<file path="config.mk">
export PLATFORM = sky130hd
export DESIGN_NAME = seq_detect_param
export DESIGN_NICKNAME = d
export VERILOG_FILES = /design/src/rtl/seq_detect_param.sv
export SDC_FILE = /design/constraint.sdc
export NUM_CORES = 1
export LEC_CHECK = 0
export BUFFER_PORTS_ARGS = -buffer_cell sky130_fd_sc_hd__buf_2
export CORE_MARGIN = 2
export CORE_UTILIZATION = 52
export CTS_CLUSTER_DIAMETER = 150
export DETAILED_ROUTE_END_ITERATION = 10
export PLACE_DENSITY = 0.75
export SLEW_MARGIN = 20
export SYNTH_ARGS = -nofsm -noshare
export SYNTH_HDL_FRONTEND = slang
export SYNTH_SLANG_ARGS = --single-unit
export TNS_END_PERCENT = 50
</file>
<file path="constraint.sdc">
create_clock -name clk -period 2.3 [get_ports clk]
set_input_delay 0.46 -clock clk [delete_from_list [all_inputs] [get_ports clk]]
set_output_delay 0.46 -clock clk [all_outputs]
set_load 0.05 [all_outputs]
</file>
<file path="src/rtl/seq_detect_param.sv">
// seq_detect_param: serial pattern detector with loadable pattern, overlap and sticky modes.
// Define SEQ_DETECT_MATCH_CNT_EN to add the saturating match_cnt output.
module seq_detect_param #(
   parameter int PAT_W   = 4,
   parameter int OVERLAP = 1,
   parameter int CNT_W   = 8
) (
   input  logic             clk,
   input  logic             rst_n,
   input  logic             inp,
   input  logic             en,
   input  logic [PAT_W-1:0] pat,
   input  logic             load,
   input  logic             sticky,
   input  logic             clr,
`ifdef SEQ_DETECT_MATCH_CNT_EN
   output logic [CNT_W-1:0] match_cnt,
`endif
   output logic             ans
);
   localparam int FW = $clog2(PAT_W + 1);
   localparam logic [FW-1:0] FULL = FW'(PAT_W);
   typedef enum logic [1:0] {IDLE, HUNT, LATCHED} state_t;
   state_t state, state_n;
   logic [PAT_W-1:0] pat_reg, pat_n, hist, hist_n, hist_upd;
   logic [FW-1:0] fill, fill_n, fill_upd;
   logic ans_n, match, hit, restart;
   if (PAT_W < 2 || PAT_W > 16 || CNT_W < 1) begin : g_bad_param
      $error("seq_detect_param: PAT_W must be 2..16 and CNT_W >= 1");
   end
   always_comb begin
      hist_upd = {hist[PAT_W-2:0], inp};
      fill_upd = (fill == FULL) ? FULL : fill + 1'b1;
      match = (hist_upd == pat_reg) && (fill_upd == FULL);
      restart = load || (state != IDLE && clr);
      state_n = state;
      pat_n = pat_reg;
      hist_n = restart ? '0 : hist;
      fill_n = restart ? '0 : fill;
      ans_n = 1'b0;
      hit = 1'b0;
      if (load) begin
         pat_n = pat;
         state_n = HUNT;
      end else if (state != IDLE && clr) begin
         state_n = HUNT;
      end else if (state == LATCHED) begin
         ans_n = 1'b1;
      end else if (state == HUNT && en) begin
         hit = match;
         ans_n = match;
         hist_n = hist_upd;
         // a non-overlapping match restarts the bit count but keeps the shifted history
         fill_n = (match && OVERLAP == 0) ? '0 : fill_upd;
         state_n = (match && sticky) ? LATCHED : HUNT;
      end
   end
   always_ff @(posedge clk or negedge rst_n) begin
      if (!rst_n) begin
         state <= IDLE;
         pat_reg <= '0;
         hist <= '0;
         fill <= '0;
         ans <= 1'b0;
      end else begin
         state <= state_n;
         pat_reg <= pat_n;
         hist <= hist_n;
         fill <= fill_n;
         ans <= ans_n;
      end
   end
`ifdef SEQ_DETECT_MATCH_CNT_EN
   always_ff @(posedge clk or negedge rst_n) begin
      if (!rst_n)
         match_cnt <= '0;
      else
         match_cnt <= restart ? '0 : (hit && !(&match_cnt)) ? match_cnt + 1'b1 : match_cnt;
   end
`endif
endmodule

</file>
After elaboration in Yosys (flattened, before gate mapping). Cells that the tools add are included.

Multiplexer cells: 20. Add/sub/neg operators: 1. Equal/unequal tests: 6. Reductions and logical operators: 8.

Operators with widths (number): $mux W4 (5); $mux W3 (6); $mux W2 (5); $eq A3 B3 Y1 const B (2); $eq A4 B4 Y1 (1); $logic_and A1 B1 Y1 (4); $mux W1 (4); $add A3 B1 Y3 const B (1); $ne A3 B3 Y1 const B (1); $reduce_bool A3 Y1 (1); $eq A2 B1 Y1 const B (1); $eq A2 B2 Y1 const B (1); $reduce_and A2 Y1 (1); $reduce_bool A2 Y1 (1); $logic_or A1 B1 Y1 (1).

Bits of input ports: 11. Bits in registers: 14. Output and inout bits: 1. Word-level logic and storage cells: 40.

Depth between registers and ports, before layout. Gate-level depths: netlist (run 1).

Depth in word-level cells: 10. Mapped depth: 6. Depth with buffers taken out: 6.

Least setup slack after synthesis (run 1). Ideal clock, no wire load.

Path type: register to register. Start point: register fill[0]. End point: register state[0]. Path slack: 0.463 ns. Path buffers: 0. Stages on the path, launching flop included: 7. Setup time: 0.132 ns. Arrival time: 1.705 ns. Required time: 2.168 ns. Cell sequence: dfrtp_1 > inv_1 > ha_1 > o21bai_1 > or4_4 > nor4_4 > a31oi_1.

Longest elaborated chain between the ends: 10. Elaborated cells between the ends (all ways): 11. Those cells by class: add/sub (1); eq/ne (2); mux (6); reduce/logical (2).

RTL lines: from (decl) (RTL line 26) `logic [FW-1:0] fill, fill_n, fill_upd;`; from (signal assigned) (RTL line 69) `fill <= fill_n;`; $add A3 B1 Y3 / $eq A3 B3 Y1 (equally long branches) (RTL line 33) `fill_upd = (fill == FULL) ? FULL : fill + 1'b1;`; $mux W3 (*) (RTL line 33); $eq A3 B3 Y1 (*) (RTL line 34) `match = (hist_upd == pat_reg) && (fill_upd == FULL);`; $logic_and A1 B1 Y1 (*) (RTL line 34); $logic_and A1 B1 Y1 (*) (RTL line 55) `state_n = (match && sticky) ? LATCHED : HUNT;`; $mux W2 (*) (RTL line 55); $mux W2 (*) (RTL line 49) `end else if (state == HUNT && en) begin`; $mux W2 (*) (RTL line 47) `end else if (state == LATCHED) begin`; $mux W2 (*) (RTL line 45) `end else if (state != IDLE && clr) begin`; $mux W2 (*) (RTL line 42) `if (load) begin`; to (signal assigned) (RTL line 66) `state <= state_n;`; to (decl) (RTL line 24) `state_t state, state_n;`.

Every way passes the cells marked *; elsewhere a longest branch is shown, timed or not. The select of a mux whose other input is x is not followed. A chain may end at the register's enable or synchronous reset.

Final worst setup path (run 1). Same ends and word-level chain as after synthesis.

==> flow_summary.toml, run 1 <==
[synth]
ys_types = 26
syn_area_sq_um = 678
ys.flop_type = "dfrtp_1"
synth.most_common_cell = "dfrtp_1"
ys_warn_count = 0
synth.largest_area_cell = "dfrtp_1"
synth-seq-area-share_pct = 48.0
syn_nets = 69
synth_area_leaders = "dfrtp_1, mux2i_1, xor2_1, ha_1, mux2_1"
synth_cells = 56
synth_edf_count = 0
yosys-top-cells-count = "dfrtp_1, nor2_1, mux2i_1"
avgSynthCellArea_sq_um = 12.1
synth_seq_cells = 13
async_flop_share_pct = 100
yosysTopAreaCellShare_pct = 48.0

[clocking]
cts_resized = 0
cts_tree = "built"
clock_latency_ns = 0.28
ctsRootBufferMaster = "clkbuf_4"
clkSinkCount = 13
numCtsBuffers = 3
cts_hold_buf = 0
post-cts-setup-buffer-count = 0
htree_levels = 1
clk_pin_slew_ns = 0.08
clockBufferDepth = 2

[finish]
fin_nets = 84
drive_above_1_share_pct = 28.6
largest_reg_flops = 4
n_antenna_cell = 0
syn_to_final_growth_pct = 12.7

[sta]
hold_viol_final = 0
setup_viol = 0
slew-limit-headroom_pct = 80.8
finClkSkew_ns = 0.00690
timing.fmax_mhz = 519
post-route-period-util_pct = 83.8
final-max-slew-violation-count = 0
finalSetupTns_ns = 0
tightest_slew_ns = 0.289
rsz0062_at_grt = "no"
min_period_ns = 1.93

[hold_path]
min_path_type = "in -> async"

[placed_design]
dp_hpwl_um = 812
io_buffers = 11
place_congestion = 0.713

[drt]
drcViolationCount = 0
dr.pass1.iters = 4
finalWirelength_um = 1070
routed_via_density = 5.20
routedWlPerCell_um = 12.6
vias = 442
ant_nets = 0
initialDrtViolationCount = 13

[grt]
gr-total-overflow = 0
antenna_found_initial = 0
grt_pass1_vias = 439
grt_max_degree = 14
grt_first_pass_wirelength_um = 1740
grt_usage_pct = 17.6

[worst_setup_path]
cp_max_fo = 4
path_class = "reg -> reg"
cp-start-kind = "register"
cpPeakStageDelay_ns = 0.52
worst_setup_path_end_kind = "register"
required_ns = 2.45
path_cells = "inv_1, ha_1, o21bai_1, or4_4, nor4_4, a31oi_1"
arrival_ns = 2.08
worst-r2r-setup-slack_ns = 0.37
cpMaxStageDelayCell = "or4_4"

[floorplanning]
core_sq_um = 1250
io_pins = 12
die_area_sq_um = 1610
die_x_um = 40.1
die_h_um = 40.1
start_util_pct = 54.1
rows = 13

[pwr]
power_density_nw_per_um2 = 567
ir_drop_v = 0.000322
power_w = 0.000434
p_leak_nw = 0.360

[status]
run_status = "finished, final reports clean"

[job]
cap_violations = 0
[cell families (layout without fill, tap and decap cells)]
| family | count (synthesis) | after routing | synth area share, % |
|---|---|---|---|
| flip-flops | 13 | 13 | 48.0 |
| adder cells (fa/ha/maj) | 2 | 2 | 3.69 |
| XOR/XNOR | 4 | 4 | 5.17 |
| buffers and inverters | 4 | 18 | 3.69 |
| multiplexers | 9 | 9 | 14.0 |
| AND/OR/NAND/NOR | 15 | 15 | 17.0 |
| AO/OA/AOI/OAI | 9 | 9 | 8.49 |
[cell type report]
cell class | count | area (sq um)
inverters | 3 | 11.3
multi-input cells | 39 | 328
flip-flops and latches | 13 | 325
clock buffers | 4 | 26.3
well taps | 15 | 18.8
fillers | 107 | 488
repair buffers | 11 | 55.1
[critical path: cells and delay by family, from the launching register on]
family          cells  cell delay (ns)
buf+inv             1             0.06
compound gates      2             0.28
flops               1             0.39
fa+ha+maj           1             0.29
simple gates        2             0.79
[cells in the final DEF, fill, tap and decap left out, drive strengths merged]
cell,count
dfrtp,13
buf,11
nor2,6
mux2i,5
clkbuf,4
mux2,4
inv,3
xor2,3
o21ai,2
a21oi,2
ha,2
nand3b,2
nand2b,1
o21bai,1
or4,1
xnor2,1
nand2,1
nor4,1
nor2b,1
and2b,1
o21a,1
a211oi,1
a31oi,1
nor3b,1
a31o,1
[per-layer routing]
metal | vias to the layer above | global-route usage [%] | part of all wire (%)
li1 | 223 | - | -
met3 | 3 | 5.00 | 5.5
met5 | - | 0 | 0
met1 | 204 | 20.2 | 45
met4 | 0 | 12.9 | 2.1
met2 | 12 | 27.8 | 48
[path summary, 6_finish.rpt]
check / startpoint / to / cells after the start
min in group clk: sticky / state[0] / 2
worst max register to register: fill[0] / state[0] / 6
worst max-delay path: fill[0] / state[0] / 6
worst min register to register: pat_reg[1] / pat_reg[1] / 1
max in group asynchronous: rst_n / pat_reg[0] / 1
worst min-delay path: rst_n / ans / 1
[report_power, final]
| group | internal [W] | total, W | switching (W) |
|---|---|---|---|
| combinational | 0.0000240 | 0.0000489 | 0.0000250 |
| sequential | 0.000237 | 0.000244 | 0.00000653 |
| clock | 0.0000674 | 0.000141 | 0.0000733 |
[stage by stage]
step                      instance area, sq um  util [%]  hold slack [ns]  setup slack, ns  cells
after floorplan                            678         -            0.164            0.463     56
after global routing                       764      61.0           0.0674            0.244     85
after global placement                     738      58.9            0.364            0.412     81
final                                      764      61.0           0.0470            0.373     85
after CTS                                  764      61.0           0.0481            0.362     85
after detailed placement                   738      58.9            0.360            0.370     81
No activity file was read; power rests on OpenSTA's default activity.
==> run 2, diff against run 1 <==
- ABC_AREA: not set -> 1
- CORE_AREA: not set -> 2 2 39 41
- CORE_MARGIN: 2 -> not set
- CORE_UTILIZATION: 52 -> not set
- DIE_AREA: not set -> 0 0 41 43
- PLACE_DENSITY: 0.75 -> 0.71
- clock period: 2.3 -> 1.8 ns (I/O delays scaled with it)
==> run 2 against run 1 <==
Power increased by 30%; clock power increased by 27%; utilization decreased by 6.1 points; routed wire length increased by 6.4%; design area decreased by 0.49%; sequential share of layout area increased by 0.21 points; die area increased by 9.6%; area after synthesis decreased by 4.2%; register-to-register slack improved by 0.13 ns; highest routed layer unchanged.
==> flow_summary.toml, run 2 <==
[status]
run_status = "finished, final reports clean"

[sta]
setup_viol = 0
post-route-period-util_pct = 72.1
slew-limit-headroom_pct = 81.4
tightest_slew_ns = 0.279
finalSetupTns_ns = 0
rsz0062_at_grt = "no"
timing.fmax_mhz = 770
min_period_ns = 1.30
hold_ws_ns = 0.282
final-max-slew-violation-count = 0
hold_viol_final = 0
finClkSkew_ns = 0.00597

[finish]
final_util_pct = 55.0
drive_above_1_share_pct = 20.4
fin_nets = 112
syn_to_final_growth_pct = 17.1
n_antenna_cell = 0
final_cell_mix = "nand2_1, dfrtp_1, inv_1"
largest_reg_flops = 4
final_common_cell = "nand2_1"

[worst_setup_path]
cp-start-kind = "register"
path_class = "reg -> reg"
r2r-end = "state[0]"
worst_r2r_path_depth = 8
required_ns = 1.97
r2r-start = "fill[0]"
arrival_ns = 1.47
worst_setup_path_end_kind = "register"
worst-r2r-setup-slack_ns = 0.50
cp_max_fo = 3

[drt]
vias = 554
routedWlPerCell_um = 10.0
ant_nets = 0
drcViolationCount = 0
initialDrtViolationCount = 13
dr.pass1.iters = 4
finalWirelength_um = 1140
routed_via_density = 4.86

[clocking]
clock_latency_ns = 0.28
htree_levels = 1
clkSinkCount = 13
ctsRootBufferMaster = "clkbuf_4"
cts_tree = "built"
numCtsBuffers = 3
clk_pin_slew_ns = 0.08
clockBufferDepth = 2

[grt]
grt_pass1_vias = 485
grt_first_pass_wirelength_um = 1910
gr-total-overflow = 0
antenna_found_initial = 0
grt_max_degree = 14
grt_usage_pct = 16.3

[placed_design]
place_congestion = 0.806
io_buffers = 11
dp_hpwl_um = 921

[synth]
synth.largest_area_cell = "dfrtp_1"
async_flop_share_pct = 100
yosysTopAreaCellShare_pct = 50.1
synth_compound_area_share_pct = 14.3
synth_seq_cells = 13
avgSynthCellArea_sq_um = 7.92
syn_area_sq_um = 649
ys.flop_type = "dfrtp_1"
synth.most_common_cell = "nand2_1"
synthMuxAreaShare_pct = 0
synth_area_leaders = "dfrtp_1, nand2_1, o21ai_0, inv_1, nor2_1"
ys_types = 15
ys_warn_count = 0
yosys.area_share.xor_xnor_pct = 0
syn_nets = 95
synth_cells = 82
synthAdderAreaFrac_pct = 3.85
yosys-top-cells-count = "nand2_1, dfrtp_1, inv_1"
synth-seq-area-share_pct = 50.1
synth_top_family_by_area = "simple AND/OR/NAND/NOR gates"
synth_simple_gate_area_share_pct = 24.3
synth_edf_count = 0

[job]
cap_violations = 0

[floorplanning]
rows = 14
core_sq_um = 1380
die_area_sq_um = 1760
start_util_pct = 46.9
die_x_um = 41
io_pins = 12
die_h_um = 43

[hold_path]
min_from = "pat[0]"
holdPathEnd = "pat_reg[0]"
min_path_type = "in -> reg"
holdPathStages = 3

[pwr]
power_density_nw_per_um2 = 741
seqPwrFrac_pct = 55.5
p_leak_nw = 0.390
p_clk_share_pct = 31.8
p_int_w = 0.000418
sw_frac_of_total_pct = 25.8
comb_power_share_pct = 12.7
ir_drop_v = 0.000323
power_switching_w = 0.000146
-- run 2: how the worst max path moves through the flow --
stage               slack, ns        to    start  cells after the start
floorplan                0.60  state[0]  fill[0]                      8
global placement         0.56  state[0]  fill[0]                      8
detailed placement       0.50  state[0]  fill[0]                      8
CTS                      0.50  state[0]  fill[0]                      8
global route             0.41       ans  fill[0]                      7
finish                   0.50  state[0]  fill[0]                      8
-- run 2: cell type report --
| cell class | count | area, sq um |
|---|---|---|
| Timing Repair Buffer | 12 | 65.1 |
| Multi-Input combinational cell | 56 | 275 |
| Sequential cell | 13 | 325 |
| Fill cell | 133 | 623 |
| Clock buffer | 4 | 26.3 |
| Inverter | 13 | 48.8 |
| Tap cell | 16 | 20.0 |
-- run 2: cell families after synthesis --
kind of cell | Yosys count
AND/OR/NAND/NOR | 36
adder cells (fa/ha/maj) | 2
flip-flops | 13
AO/OA/AOI/OAI | 18
buffers and inverters | 13
-- run 2: power groups by stage --
stage / Sequential, W / Clock (W) / Combinational [W]
finish: 0.000313 / 0.000179 / 0.0000718
floorplan: 0.000317 / 0 / 0.0000441
detailed placement: 0.000319 / 0 / 0.0000713
global route: 0.000314 / 0.000196 / 0.0000838
CTS: 0.000313 / 0.000182 / 0.0000732
global placement: 0.000318 / 0 / 0.0000696
-- run 2: timing repair --
action,4_1_cts,5_1_grt
setup buffers,0,0
resized for setup,0,0
endpoints found under the hold margin,13,0
hold buffers,1,0
-- run 2: per-layer routing --
layer	wire (um)	track usage (%)	vias up
met5	0	0	-
met4	13	6.00	0
met3	46	4.71	3
met2	571	25.3	12
met1	511	20.6	250
li1	-	-	289
-- run 2: worst max-delay path, cell delays in order, from the launching register on --
cell and delay, ns:
dfrtp_1 0.37, inv_1 0.07, ha_1 0.29, inv_1 0.07, nand2_2 0.06, nor2_2 0.10
nand3_2 0.10, nor2_1 0.10, nor2_1 0.04
-- run 2: per-stage QoR --
stage / instance area [sq um] / worst slack [ns] / std cells / total power (W)
floorplan: 649 / 0.603 / 82 / 0.000361
global placement: 724 / 0.560 / 109 / 0.000387
detailed placement: 724 / 0.502 / 109 / 0.000390
CTS: 761 / 0.499 / 114 / 0.000568
global route: 761 / 0.415 / 114 / 0.000594
finish: 761 / 0.502 / 114 / 0.000564
==> run 3, diff against run 2 <==
- ABC_AREA: 1 -> 0
- CORE_AREA: 2 2 39 41 -> not set
- CORE_MARGIN: not set -> 2
- CORE_UTILIZATION: not set -> 52
- DIE_AREA: 0 0 41 43 -> not set
- PLACE_DENSITY: 0.71 -> 0.75
- clock period: 1.8 -> 1.3 ns (I/O delays scaled with it)
==> run 3 against run 2 <==
The run now ends with setup timing left; global-route usage up 2.9 points; combinational power up 45%; critical path depth down 2; design area increased by 10%; clock power grew 39%; fmax down 24%; cell count shrank 18%; flip-flop and latch count stayed put; setup slack got worse by 0.92 ns; sequential power increased by 38%; critical endpoint is now state[1].
==> flow_summary.toml, run 3 (synthesis results as in run 1) <==
[job]
cap_violations = 0

[drt]
routedWlPerCell_um = 13.1
initialDrtViolationCount = 4
finalWirelength_um = 1220
drcViolationCount = 0
vias = 473
routed_via_density = 5.09
ant_nets = 0
dr.pass1.iters = 2

[grt]
grt_first_pass_wirelength_um = 1900
gr-total-overflow = 0
antenna_found_initial = 0
grt_pass1_vias = 445
grt_max_degree = 14
grt_usage_pct = 19.2

[floorplanning]
start_util_pct = 54.1
die_area_sq_um = 1610
die_x_um = 40.1
die_h_um = 40.1
core_sq_um = 1250
io_pins = 12
rows = 13

[worst_setup_path]
arrival_ns = 1.92
required_ns = 1.51
cpPeakStageDelay_ns = 0.44
cp-start-kind = "register"
crit_family = "simple AND/OR/NAND/NOR gates"
worst_setup_path_end_kind = "register"
crit_buf_inv = 1
path_cells = "inv_2, ha_4, o21bai_1, or4_4, nor4_4, a31o_1"
cp_max_fo = 3
cpMaxStageDelayCell = "or4_4"
path_class = "reg -> reg"

[placed_design]
dp_hpwl_um = 955
place_ws_ns = -0.454
io_buffers = 11
place_congestion = 0.682

[finish]
final_cell_mix = "dfrtp_1, buf_2, buf_4"
largest_reg_flops = 4
drive_above_1_share_pct = 37.2
fin_nets = 92
syn_to_final_growth_pct = 23.8
final_common_cell = "dfrtp_1"
n_antenna_cell = 0

[pwr]
power_switching_w = 0.000191
ir_drop_v = 0.000570
p_clk_share_pct = 31.7
p_int_w = 0.000592
comb_power_share_pct = 13.3
seqPwrFrac_pct = 55.0
sw_frac_of_total_pct = 24.4
p_leak_nw = 0.402
power_density_nw_per_um2 = 933

[sta]
hold_viol_final = 0
rsz0062_at_grt = "yes"
post-route-period-util_pct = 132
min_period_ns = 1.71
slew-limit-headroom_pct = 80.4
tightest_slew_ns = 0.294
hold_ws_ns = 0.179
setup_viol = 3
final-max-slew-violation-count = 0
finClkSkew_ns = 0.00801
worst_slack_ns = -0.414
timing.fmax_mhz = 583

[status]
run_status = "complete, but fails checks"
violations = "setup timing"

[clocking]
clk_pin_slew_ns = 0.09
htree_levels = 1
numCtsBuffers = 3
cts_tree = "built"
clockBufferDepth = 2
post-cts-setup-buffer-count = 0
ctsRootBufferMaster = "clkbuf_4"
clkSinkCount = 13
clock_latency_ns = 0.27

[hold_path]
min_path_type = "in -> reg"
[run 3: cell count changes in the layout (fill, tap and decap cells not counted), sizes merged, moves of 3 or more]
cell,change
a21oi,-3
buf,+7
inv,-10
mux2,+4
mux2i,+5
nand2,-23
nor2,-4
o21ai,-10
xor2,+3
[run 3: layer usage]
metal / vias to the layer above / GRT usage, % / share of wire (%)
li1: 241 / - / -
met1: 223 / 22.6 / 44
met2: 7 / 32.7 / 51
met3: 2 / 5.00 / 3.5
met4: 0 / 7.76 / 1.1
met5: - / 0 / 0
[run 3: path summary, 6_finish.rpt]
| path | from | end | slack [ns] | cells after the start |
|---|---|---|---|---|
| worst min register to register | pat_reg[2] | pat_reg[2] | 0.53 | 1 |
| worst max register to register | fill[1] | state[1] | -0.41 | 6 |
| max in group asynchronous | rst_n | state[1] | 0.68 | 2 |
| min in group asynchronous | rst_n | ans | 0.39 | 2 |
| worst min-delay path | sticky | state[0] | 0.18 | 2 |
| worst max-delay path | fill[1] | state[1] | -0.41 | 6 |
[run 3: worst reg2reg max path, delay by kind of cell, from the launching register on]
kind / cells / cell delay, ns
buffers and inverters: 1 / 0.08
adder cells (fa/ha/maj): 1 / 0.20
AND/OR/NAND/NOR: 2 / 0.64
flip-flops: 1 / 0.40
AO/OA/AOI/OAI: 2 / 0.33
[run 3: power by group through the flow]
stage	clock [W]	combinational, W	sequential (W)
after floorplan	0	0.0000592	0.000437
after global placement	0	0.0000977	0.000438
after detailed placement	0	0.000101	0.000439
after CTS	0.000254	0.000103	0.000431
after global routing	0.000271	0.000116	0.000433
final	0.000248	0.000104	0.000431
[run 3: layout make-up]
type | instances | area [sq um]
Timing Repair Buffer | 19 | 118
Inverter | 3 | 11.3
Multi-Input combinational cell | 39 | 340
Sequential cell | 13 | 325
Tap cell | 15 | 18.8
Fill cell | 96 | 413
Clock buffer | 4 | 26.3
[run 3: metrics by stage]
step / area [sq um] / power (W) / utilization, % / setup TNS (ns) / cells
finish: 840 / 0.000784 / 67.0 / -1.20 / 93
global route: 840 / 0.000820 / 67.0 / -1.48 / 93
CTS: 827 / 0.000788 / 66.0 / -1.38 / 93
detailed placement: 791 / 0.000540 / 63.1 / -1.34 / 88
global placement: 791 / 0.000536 / 63.1 / -1.03 / 88
floorplan: 678 / 0.000496 / - / -1.01 / 56
[run 3: what timing repair did]
item / 4_1_cts / 5_1_grt
setup endpoints to repair: 3 / 3
endpoints found under the hold margin: 13 / 0
gates resized for setup: 0 / 2
hold buffers: 1 / 0
cloned: 0 / 0
pin swaps: 0 / 1
